### src/rtl/dispatcher_round_robin_pkg.sv
// Shared helpers for the round-robin dispatcher.
// Pure functions only; no state.
package dispatcher_round_robin_pkg;

  // Modulo-n increment used for pointer advance.
  function automatic int unsigned wrap_inc(input int unsigned v, input int unsigned n);
    return (v + 1 >= n) ? 0 : v + 1;
  endfunction

endpackage

### src/rtl/dispatcher_round_robin_rr_first_free.sv
// Purpose: pick the first free lane scanning from ptr upward with wrap.
// Latency: purely combinational.
// Backpressure: any_free low when no lane can take a word.
module rr_first_free #(
  parameter int N     = 2,
  parameter int PTR_W = (N > 1) ? $clog2(N) : 1
) (
  input  logic [N-1:0]     free,
  input  logic [PTR_W-1:0] ptr,
  output logic [N-1:0]     grant,
  output logic [PTR_W-1:0] idx,
  output logic             any_free
);

  localparam logic [PTR_W:0] N_EXT = (PTR_W+1)'(N);

  logic [N-1:0]     rot;
  logic [PTR_W-1:0] off;
  logic             found;
  logic [PTR_W:0]   sum;

  // Rotating the doubled vector puts lane ptr at bit 0, so a plain
  // lowest-set-bit encoder yields the offset from ptr.
  assign rot = N'({free, free} >> ptr);

  always_comb begin
    off   = '0;
    found = 1'b0;
    for (int i = 0; i < N; i++) begin
      if (!found && rot[i]) begin
        found = 1'b1;
        off   = PTR_W'(i);
      end
    end
  end

  always_comb begin
    sum = {1'b0, ptr} + {1'b0, off};
    if (sum >= N_EXT) sum = sum - N_EXT;
  end

  assign idx      = sum[PTR_W-1:0];
  assign any_free = |free;
  assign grant    = any_free ? (N'(1) << idx) : '0;

endmodule

### src/rtl/dispatcher_round_robin.sv
// Purpose: 1-to-N stream fan-out, round-robin over lanes able to take a word.
// Latency: 1 cycle, word accepted at edge t is on its lane from cycle t+1.
// Backpressure: in_ready is combinational from out_ready; low when all lanes full.
module dispatcher_round_robin
  import dispatcher_round_robin_pkg::*;
#(
  parameter int DWIDTH          = 16,
  parameter int N               = 2,
  parameter int INIT_FIRST_PRIO = 0
) (
  input  logic                     clk,
  input  logic                     rst,
  input  logic                     in_valid,
  input  logic [DWIDTH-1:0]        in_data,
  output logic                     in_ready,
  input  logic                     shift,
  output logic                     out_valid [N],
  output logic [DWIDTH-1:0]        out_data  [N],
  input  logic                     out_ready [N],
  output logic [$clog2(N+1)-1:0]   occupancy
);

  localparam int PTR_W = $clog2(N);
  localparam int CNT_W = $clog2(N+1);

  logic [N-1:0]     free;
  logic [N-1:0]     gnt;
  logic [PTR_W-1:0] gnt_idx;
  logic             any_free;
  logic [PTR_W-1:0] ptr;
  logic             xfer;
  logic [CNT_W-1:0] n_drain;
  logic [CNT_W-1:0] occ_next;

  always_comb begin
    free = '0;
    for (int i = 0; i < N; i++) free[i] = !out_valid[i] || out_ready[i];
  end

  rr_first_free #(.N(N), .PTR_W(PTR_W)) u_pick (
    .free     (free),
    .ptr      (ptr),
    .grant    (gnt),
    .idx      (gnt_idx),
    .any_free (any_free)
  );

  assign in_ready = any_free && !rst;
  assign xfer     = in_valid && in_ready;

  // A refilled lane counts as one drain plus one transfer, netting zero.
  always_comb begin
    n_drain = '0;
    for (int i = 0; i < N; i++) begin
      if (out_valid[i] && out_ready[i]) n_drain = n_drain + CNT_W'(1);
    end
    occ_next = occupancy + CNT_W'(xfer) - n_drain;
  end

  always_ff @(posedge clk) begin
    if (rst) begin
      for (int i = 0; i < N; i++) begin
        out_valid[i] <= 1'b0;
        out_data[i]  <= '0;
      end
      ptr       <= PTR_W'(INIT_FIRST_PRIO);
      occupancy <= '0;
    end else begin
      for (int i = 0; i < N; i++) begin
        if (xfer && gnt[i]) begin
          out_valid[i] <= 1'b1;
          out_data[i]  <= in_data;
        end else if (out_valid[i] && out_ready[i]) begin
          out_valid[i] <= 1'b0;
        end
      end
      if (xfer)       ptr <= PTR_W'(wrap_inc(32'(gnt_idx), N));
      else if (shift) ptr <= PTR_W'(wrap_inc(32'(ptr), N));
      occupancy <= occ_next;
    end
  end

endmodule

### config.mk
export PLATFORM = sky130hd
export DESIGN_NAME = dispatcher_round_robin
export DESIGN_NICKNAME = d
export VERILOG_FILES = /design/src/rtl/dispatcher_round_robin_pkg.sv /design/src/rtl/dispatcher_round_robin_rr_first_free.sv /design/src/rtl/dispatcher_round_robin.sv
export SDC_FILE = /design/constraint.sdc
export NUM_CORES = 1
export LEC_CHECK = 0
export CORE_MARGIN = 10
export CORE_UTILIZATION = 42
export CTS_CLUSTER_DIAMETER = 150
export DETAILED_ROUTE_END_ITERATION = 10
export MAX_ROUTING_LAYER = met4
export PLACE_DENSITY = 0.78
export SLEW_MARGIN = 20
export SYNTH_ARGS = -nofsm -noshare
export SYNTH_HDL_FRONTEND = slang
export SYNTH_SLANG_ARGS = --single-unit
### constraint.sdc
create_clock -name clk -period 2.2 [get_ports clk]
set_clock_uncertainty 0.15 [all_clocks]
set_input_delay 0.44 -clock clk [delete_from_list [all_inputs] [get_ports clk]]
set_output_delay 0.44 -clock clk [all_outputs]
set_load 0.01 [all_outputs]
# Word-level counts from Yosys, hierarchy flattened
# Index checks and enable logic that the tools add are counted.
# W data, S select, Z words.
# classes
magnitude_cmp	3
add_sub_neg	7
n_shift	2
muxes	14
n_reduce_logical	17
# op_table
operator	count
$mux W1	12
$logic_and A1 B1 Y1	7
$ge A2 B2 Y1 const B	3
$reduce_bool A2 Y1	3
$add A1 B1 Y2 const B	2
$logic_not A1 Y1	4
$mux W2	2
$shr A4 B1 Y2	1
$add A1 B1 Y2	1
$add A2 B1 Y2	1
$add A2 B1 Y2 const B	1
$logic_or A1 B1 Y1	2
$reduce_or A2 Y1	1
$shl A1 B1 Y2 const A	1
$sub A2 B2 Y2	1
$sub A1 B1 Y1 const B	1
# word_totals
reg_bits	37
input_bits	22
output_inout_bits	37
elab_cells	49

# Longest topological paths before layout
# Gate-level depths: netlist (run 1).
# depth
word_depth	14
mapped_depth	8
mapped_depth_nobuf	8

# Hierarchy
# Synthesis (run 1) repeated with hierarchy kept, for this count alone.
# unflattened
cells_unflattened	174
area_unflattened_um2	1582.8
# modules_own_cells
module	seq_area_each_um2	cells_each	instances	area_per_inst_um2
dispatcher_round_robin	740.7	168	1	1546.5
rr_first_free	0.0	6	1	36.3

# Worst setup path after synthesis (run 1)
# No wires, ideal clock.
# synth_path
path_type	input-to-reg
start	in out_ready[0] (netlist name)
end	reg occupancy[1]
path_slack_ns	0.205
setup_ns	0.128
t_arrival_ns	1.717
cell_stages	8
cell_sequence	and2_2 ha_1 xor2_1 ha_1 xor2_1 xnor2_1 xnor2_1 nor2_1
# synth_via
elab_chain_len	6
word_cells_on_any_way	8
cone_classes	add/sub: 2; mux: 1; reduce/logical: 5
# synth_rtl
item	line_no	source
from (decl)	dispatcher_round_robin.sv:19	input logic out_ready [N],
$logic_or A1 B1 Y1	dispatcher_round_robin.sv:37	for (int i = 0; i < N; i++) free[i] = !out_valid[i] || out_ready[i];
$reduce_or A2 Y1	dispatcher_round_robin_rr_first_free.sv:43	assign any_free = |free;
$logic_and A1 B1 Y1	dispatcher_round_robin.sv:48	assign in_ready = any_free && !rst;
$logic_and A1 B1 Y1	dispatcher_round_robin.sv:49	assign xfer = in_valid && in_ready;
$add A2 B1 Y2	dispatcher_round_robin.sv:57	occ_next = occupancy + CNT_W'(xfer) - n_drain;
$sub A2 B2 Y2 *	dispatcher_round_robin.sv:57	
to (signal assigned)	dispatcher_round_robin.sv:79	occupancy <= occ_next;
to (decl)	dispatcher_round_robin.sv:20	output logic [$clog2(N+1)-1:0] occupancy
# Mark *: on every way between the ends. The rest lies on a longest branch, timed or not.
# A chain may end at the register's enable or synchronous reset.

# Worst setup path after layout (run 1)
# layout_path
start	in out_ready[1] (netlist name)
end	reg occupancy[1]
# Same word-level chain as after synthesis.

==> results_dict.tcl, run 1 <==
set metrics [dict create \
    slowest_stage "ha_1" \
    required_ns 2.25 \
    port_buffers 58 \
    final_nets 222 \
    wl_um 3720 \
    num_rows 21 \
    syn_nets 158 \
    synth_cell_types 24 \
    numCtsBuffers 5 \
    finalHoldViolCount 0 \
    switching_share 0.249 \
    cp_max_fo 3 \
    min_path_cells 2 \
    drc_errors 0 \
    start_kind "primary input" \
    fp.dieH_um 78.8 \
    fin_tns_setup_ns 0 \
    p_leak_uw 0.000933 \
    ant_nets 0 \
    synth.avg_cell_area_um2 10.8 \
    setup_ws_ns 0.149 \
    syn_area_um2 1450 \
    drive_gt1_frac 0.102 \
    overflow 0 \
    grt_use_total 0.125 \
    grt_pass1_vias 1290 \
    hold_start "out_data[28]" \
    synthAdderAreaFrac 0.0172 \
    drv_cap 0 \
    vdd_drop_max_uv 454 \
    syn_inst 134 \
    post_cts_buffers 0 \
    met1_usage 0.114 \
    cts-root-buf "clkbuf_4" \
    ys_ff_latch 37 \
    worstSetupEndpointType "flop" \
    startpoint "out_ready[1]" \
    die_w_um 78.8 \
    synth-edff-count 0 \
    r2r_cells 8 \
    cts_tree "yes" \
    use_met3 0.0698 \
    die_area_um2 6210 \
    n_antenna_cell 0 \
    cp_cell_sequence "dlygate4sd2_1, and2_1, ha_1, xor2_1, ha_1, xor2_1, xnor2_1, xnor2_1, nor2_1" \
    multi_input_area_um2 652 \
    crit_path_max_incr_delay_ns 0.31 \
    dpl.hpwl_um 2970 \
    ctsResizeCount 3 \
    synth_top_area_cell "dfxtp_1" \
    synthArstFlopShare 0 \
    grt_first_pass_wirelength_um 6030 \
    numClockSinks 37 \
    netlist_top_cells_area "dfxtp_1, mux2i_1, nor2_1" \
    hold_ws_ns 0.353 \
    setup_viol 0 \
    use_met2 0.218 \
    arrival_ns 2.11 \
    drtIter0Drc 40 \
    period_share 0.932 \
    fin_crit_ns 2.05 \
    ys_seq_area_frac 0.510 \
    routabilityCongestion 0.802 \
    yosys.area_share.xor_xnor 0.0302 \
    rsz0062_at_grt "false" \
    relSlewSlack 0.764 \
    synthMuxAreaShare 0.221 \
    path_class "primary input to flop" \
    antenna_found_initial 0 \
    yosys.area_share.simple 0.143 \
    synth-compound-area-share 0.0284 \
    ioPinCount 59 \
    p_total_uw 1280 \
    status "finished clean" \
    yosys_warnings 0 \
    p_per_area_nw_per_um2 600 \
    yosys-top-cells-count "dfxtp_1, nor2_1, mux2i_1" \
    p_int_uw 963 \
    vias 1160 \
    synth.top_cell.area_share 0.510 \
    finish.utilization 0.641 \
    wire_per_inst_um 15.3 \
    initial_core_util 0.435 \
    cts_hold_buf 0 \
    dr.pass1.iters 4 \
    combinationalPowerShare 0.197 \
    clkTransAtPathRegs_ns 0.10 \
    worstSkewPairLatency_ns 0.33 \
    tightest_slew_ns 0.355 \
    synth_top_flop_cell "dfxtp_1" \
    synth_top_family_by_area "multiplexers" \
    min_path_type "flop to flop" \
    core_um2 3340 \
    grt_start_max_net_pins 37 \
    worstReg2RegStart "out_valid[0]" \
    slew_violations 0 \
    via_per_inst 4.77 \
    seqPwrFrac 0.565 \
    fill_cells 305 \
    place_ws_ns -0.406 \
    syn_to_final_growth_pct 47.3 \
    ff_latch_area_um2 741 \
    clock_path_buffers 2 \
    clock_power_share 0.238 \
    fmax_mhz 488 \
    p_sw_uw 320 \
    htree_num_levels 2 \
    grt.busiest_layer "met2" \
]
[flip-flops by register name (all words and copies together) (netlist names)]
signal,cells
ptr,1
occupancy,2
out_valid,2
out_data,32
[layout by cell type (no fill, tap or decap), types with 2 or more instances in the layout]
cell type | Yosys | final
nor2_1 | 37 | 37
dfxtp_1 | 37 | 37
buf_4 | 1 | 6
clkbuf_4 | 0 | 5
xnor2_1 | 2 | 2
mux2i_1 | 32 | 32
ha_1 | 2 | 2
xor2_1 | 3 | 3
dlygate4sd2_1 | 0 | 3
clkdlybuf4s50_1 | 0 | 55
[final cells by class]
class / count / share of cell area
clock buffer: 5 / 0.0176
clock inverter: 1 / 0.00234
inverter: 1 / 0.00176
multi-input combinational: 88 / 0.305
sequential: 37 / 0.346
tap: 46 / 0.0269
timing repair buffer: 65 / 0.300
[critical path, delay by kind of cell]
family | cells | cell delay, ns
xor+xnor | 4 | 0.65
simple gates | 2 | 0.23
fa+ha+maj | 2 | 0.51
buf+inv | 1 | 0.28
[stage by stage]
| step | cell area (um2) | instances |
|---|---|---|
| after global routing | 2140 | 243 |
| after floorplan | 1450 | 134 |
| after detailed placement | 2100 | 237 |
| after global placement | 2100 | 237 |
| final | 2140 | 243 |
| after CTS | 2140 | 243 |
[logic make-up (layout without fill, tap and decap cells)]
| logic type | after synthesis | count (layout) |
|---|---|---|
| flip-flops | 37 | 37 |
| XOR/XNOR | 5 | 5 |
| buffers and inverters | 9 | 72 |
| adder cells (fa/ha/maj) | 2 | 2 |
| multiplexers | 32 | 32 |
| AND/OR/NAND/NOR | 44 | 44 |
| AO/OA/AOI/OAI | 5 | 5 |
[final timing paths]
path	to	slack, ns
worst max register to register	occupancy[1]	0.18
worst max-delay path	occupancy[1]	0.15
worst min register to register	out_data[28]	0.35
worst min-delay path	out_data[28]	0.35
[metal layers]
metal | vias up | part of all wire
met2 | 34 | 0.53
li1 | 573 | -
met5 | - | 0
met3 | 6 | 0.084
met4 | 0 | 0.010
met1 | 547 | 0.37
[power groups by stage]
stage	Sequential, uW	Clock [uW]	Combinational, uW
finish	725	305	252
global route	730	346	274
detailed placement	741	0	259
CTS	726	323	258
floorplan	753	0	109
global placement	738	0	252
Note: power is estimated with default switching activity, not from simulation.
==> run 2, diff against run 1 <==
CORE_UTILIZATION = 38   (was 42)
PLACE_DENSITY = 0.75   (was 0.78)
clock period = 1.73 ns   (was 2.2 ns; I/O delays follow)
==> results_dict.tcl, run 2 (same netlist as run 1, synthesis figures left out) <==
set metrics [dict create \
    port_buffers 58 \
    slowest_stage "dfxtp_2" \
    min_path_type "flop to flop" \
    setup_viol 1 \
    drtIter0Drc 25 \
    initial_core_util 0.393 \
    die_area_um2 6690 \
    vdd_drop_max_uv 601 \
    die_w_um 81.8 \
    crit_path_max_incr_delay_ns 0.33 \
    path_class "flop to flop" \
    syn_to_final_growth_pct 57.2 \
    status "complete, but fails checks" \
    antenna_found_initial 0 \
    routabilityCongestion 0.726 \
    worstReg2RegStart "out_valid[1]" \
    dr.pass1.iters 4 \
    biggestRegsByFlops "out_data: 32 flops, occupancy: 2 flops, out_valid: 2 flops" \
    layout_common_cells "clkdlybuf4s50_1, nor2_1, dfxtp_1" \
    path_delay_family "XOR/XNOR gates" \
    drc_errors 0 \
    fin_tns_setup_ns -0.117 \
    core_um2 3690 \
    ff_latch_area_um2 746 \
    worstSetupEndpointType "flop" \
    rsz0062_at_grt "true" \
    numCtsBuffers 5 \
    cp_max_fo 3 \
    vias 1160 \
    drv_cap 0 \
    worstSkewPairLatency_ns 0.27 \
    grt_start_max_net_pins 21 \
    fp.dieH_um 81.8 \
    cts-root-buf "clkbuf_8" \
    ant_nets 0 \
    fmax_mhz 541 \
    p_per_area_nw_per_um2 806 \
    num_rows 22 \
    clock_path_buffers 2 \
    largest-register "out_data" \
    p_total_uw 1840 \
    relSlewSlack 0.842 \
    period_share 1.07 \
    ioPinCount 59 \
    arrival_ns 1.87 \
    hold_start "out_data[1]" \
    wl_um 3780 \
    p_leak_uw 0.00106 \
    dpl.hpwl_um 2960 \
    wire_per_inst_um 15.0 \
    htree_num_levels 2 \
    startpoint "out_valid[1]" \
    start_kind "flop" \
    multi_input_area_um2 683 \
    fin_crit_ns 1.85 \
    finish.utilization 0.619 \
    grt_pass1_vias 1278 \
    numClockSinks 37 \
    grt_use_total 0.120 \
    final_nets 228 \
    tightest_slew_ns 0.235 \
    slew_violations 0 \
    failed_checks "setup timing" \
    setup_ws_ns -0.117 \
    drive_gt1_frac 0.162 \
    cts_tree "yes" \
    worst-path-buf-inv 0 \
    overflow 0 \
    via_per_inst 4.60 \
    clkTransAtPathRegs_ns 0.07 \
    grt_first_pass_wirelength_um 6010 \
    n_antenna_cell 0 \
    required_ns 1.76 \
    cp_cell_sequence "and2_4, ha_4, xor2_1, ha_2, xor2_1, xnor2_1, xnor2_1, nor2_1" \
    mostFrequentLayoutCell "clkdlybuf4s50_1" \
    finalHoldViolCount 0 \
    largest_register_ffs 32 \
    fill_cells 313 \
]
==> run 2: power breakdown <==
group / leakage, uW / internal (uW) / switching [uW]
clock network: 0.0000443 / 315 / 264
logic: 0.000708 / 200 / 139
registers: 0.000302 / 896 / 26.1
==> run 2: layout make-up <==
cell class                 count  area share
clock buffer                   7      0.0378
inverter                       1     0.00164
multi-input combinational     88       0.299
sequential                    37       0.327
tap                           48      0.0263
timing repair buffer          71       0.308
==> run 2: worst paths after layout <==
check | to | slack, ns | depth (start not counted)
setup / recovery | occupancy[1] | -0.12 | 8
hold / removal | out_data[1] | 0.34 | 2
setup reg to reg | occupancy[1] | -0.12 | 8
hold reg to reg | out_data[1] | 0.34 | 2
==> run 2: per-stage QoR <==
step / instances / setup WS (ns) / instance area (um2) / hold WS [ns]
final: 252 / -0.117 / 2280 / 0.344
after global routing: 252 / -0.211 / 2280 / 0.373
after CTS: 252 / -0.128 / 2270 / 0.354
after detailed placement: 244 / -0.674 / 2180 / 0.336
after global placement: 244 / -0.640 / 2180 / 0.322
after floorplan: 134 / -0.0867 / 1480 / 0.340
==> run 2: what timing repair did <==
item / CTS / global route
endpoints found under the hold margin: 0 / 0
endpoints found under the setup margin: 22 / 4
pin swaps: 7 / 0
hold buffers: 0 / 0
buffers inserted: 1 / 0
gates resized for setup: 14 / 3
==> run 2: per-layer routing <==
layer	vias up	wire, um	GRT usage
met1	539	1600	0.132
met5	-	0	-
met2	36	1850	0.185
met3	5	309	0.0611
li1	580	-	-
met4	0	25	0.0357
==> run 2: worst reg2reg max path: stages (launching register included) <==
cell	delay [ns]
dfxtp_2	0.33
and2_4	0.16
ha_4	0.26
xor2_1	0.16
ha_2	0.19
xor2_1	0.17
xnor2_1	0.15
xnor2_1	0.14
nor2_1	0.05
==> run 3, diff against run 2 <==
CORE_UTILIZATION = 54   (was 38)
DONT_BUFFER_PORTS = 1   (was unset)
GPL_TIMING_DRIVEN = 0   (was unset)
PLACE_DENSITY = 0.72   (was 0.75)
==> results_dict.tcl, run 3 (same netlist as run 1, synthesis figures left out) <==
set metrics [dict create \
    status "complete, but fails checks" \
    failed_checks "setup timing" \
    n_antenna_cell 0 \
    core_um2 2520 \
    switching_share 0.262 \
    wire_per_inst_um 19.4 \
    via_per_inst 5.44 \
    biggestRegsByFlops "out_data: 32 flops, occupancy: 2 flops, out_valid: 2 flops" \
    numCtsBuffers 5 \
    p_total_uw 1550 \
    grt_start_max_net_pins 12 \
    ant_nets 0 \
    period_share 1.12 \
    seqPwrFrac 0.613 \
    min_path_type "primary input to flop" \
    overflow 0 \
    vdd_drop_max_uv 630 \
    initial_core_util 0.575 \
    num_rows 18 \
    drc_errors 0 \
    largest-register "out_data" \
    relSlewSlack 0.690 \
    p_per_area_nw_per_um2 946 \
    required_ns 1.78 \
    antenna_found_initial 0 \
    slew_violations 0 \
    wl_um 3430 \
    cts-root-buf "clkbuf_4" \
    hold_ws_ns 0.0117 \
    tightest_slew_ns 0.465 \
    fill_cells 215 \
    htree_num_levels 2 \
    slowest_stage "dfxtp_4" \
    clock_power_share 0.268 \
    die_area_um2 5160 \
    cp_cell_sequence "and2_4, ha_4, xor2_1, ha_2, xor2_1, xnor2_1, xnor2_1, nor2_1" \
    final_nets 171 \
    p_sw_uw 405 \
    mostFrequentLayoutCell "nor2_1" \
    largest_register_ffs 32 \
    syn_to_final_growth_pct 12.8 \
    worstSetupEndpointType "flop" \
    clock_path_buffers 2 \
    drv_cap 0 \
    finalHoldViolCount 0 \
    place_ws_ns -0.208 \
    cts_tree "yes" \
    fmax_mhz 517 \
    routabilityCongestion 0.891 \
    drtIter0Drc 82 \
    vias 962 \
    ioPinCount 59 \
    setup_viol 1 \
    setup_ws_ns -0.204 \
    p_leak_uw 0.000748 \
    fin_crit_ns 1.93 \
    grt_use_total 0.134 \
    grt_pass1_vias 1037 \
    crit_path_max_incr_delay_ns 0.39 \
    clkTransAtPathRegs_ns 0.11 \
    dpl.hpwl_um 2540 \
    drive_gt1_frac 0.177 \
    start_kind "flop" \
    fp.dieH_um 71.8 \
    grt_first_pass_wirelength_um 5360 \
    arrival_ns 1.99 \
    die_w_um 71.8 \
    finish.utilization 0.649 \
    p_int_uw 1140 \
    port_buffers 0 \
    cp_max_fo 4 \
    path_class "flop to flop" \
    layout_common_cells "nor2_1, dfxtp_1, mux2i_1" \
    dr.pass1.iters 4 \
    combinationalPowerShare 0.119 \
    rsz0062_at_grt "true" \
    worstSkewPairLatency_ns 0.33 \
    numClockSinks 37 \
]
[run 3: cell count changes in the layout (fill, tap and decap cells not counted), sizes merged, moves of 2 or more]
cell,previous run,this run
clkdlybuf4s50,48,0
buf,14,8
dlygate4sd2,5,0
dlygate4sd3,0,3
dlymetal6s2s,3,0
clkbuf,7,9
[run 3: per-layer routing]
layer / global-route usage / wire length, um
met5: - / 0
met4: 0.0516 / 49
met3: 0.0758 / 430
met2: 0.222 / 1680
met1: 0.128 / 1270
[run 3: power by group through the flow]
stage / logic, uW / clock network [uW] / registers [uW]
finish: 185 / 415 / 948
CTS: 176 / 425 / 951
global placement: 162 / 0 / 968
global route: 204 / 464 / 955
detailed placement: 169 / 0 / 970
floorplan: 142 / 0 / 957
[run 3: through the flow]
step / TNS [ns] / area (um2) / cells
2_1_floorplan: -0.0867 / 1480 / 134
3_3_place_gp: -0.268 / 1520 / 164
3_5_place_dp: -0.333 / 1520 / 164
4_1_cts: -0.226 / 1590 / 174
5_1_grt: -0.334 / 1640 / 177
6_report: -0.204 / 1640 / 177
[run 3: final timing paths]
kind                start      endpoint  slack [ns]  cells past startpoint
max reg2reg  out_valid[0]  occupancy[1]       -0.20                      8
max          out_valid[0]  occupancy[1]       -0.20                      8
min reg2reg  out_valid[0]  out_valid[0]        0.40                      2
min           in_data[11]  out_data[27]        0.01                      2
[run 3: cell type report]
type                    instances  area (um2)  share of cell area
well taps                      30        37.5              0.0229
multi-input cells              88         664               0.406
repair buffers                  6        65.1              0.0398
inverters                       1        3.75             0.00229
plain buffers                   8        73.8              0.0451
clock inverters                 1        5.00             0.00306
flip-flops and latches         37         746               0.456
clock buffers                   6        41.3              0.0252
[run 3: timing repair]
| item | 4_1_cts | 5_1_grt |
|---|---|---|
| endpoints found under the setup margin | 2 | 5 |
| gates resized for setup | 1 | 3 |
| hold endpoints to repair | 4 | 0 |
| setup buffers | 0 | 3 |
| hold buffers | 3 | 0 |
| gates cloned | 0 | 0 |
| pin swaps | 2 | 1 |
[run 3: critical path, delay by kind of cell (launching register included)]
family / cells / cell delay, ns
AND/OR/NAND/NOR: 2 / 0.22
flip-flops: 1 / 0.39
adder cells (fa/ha/maj): 2 / 0.45
XOR/XNOR: 4 / 0.62
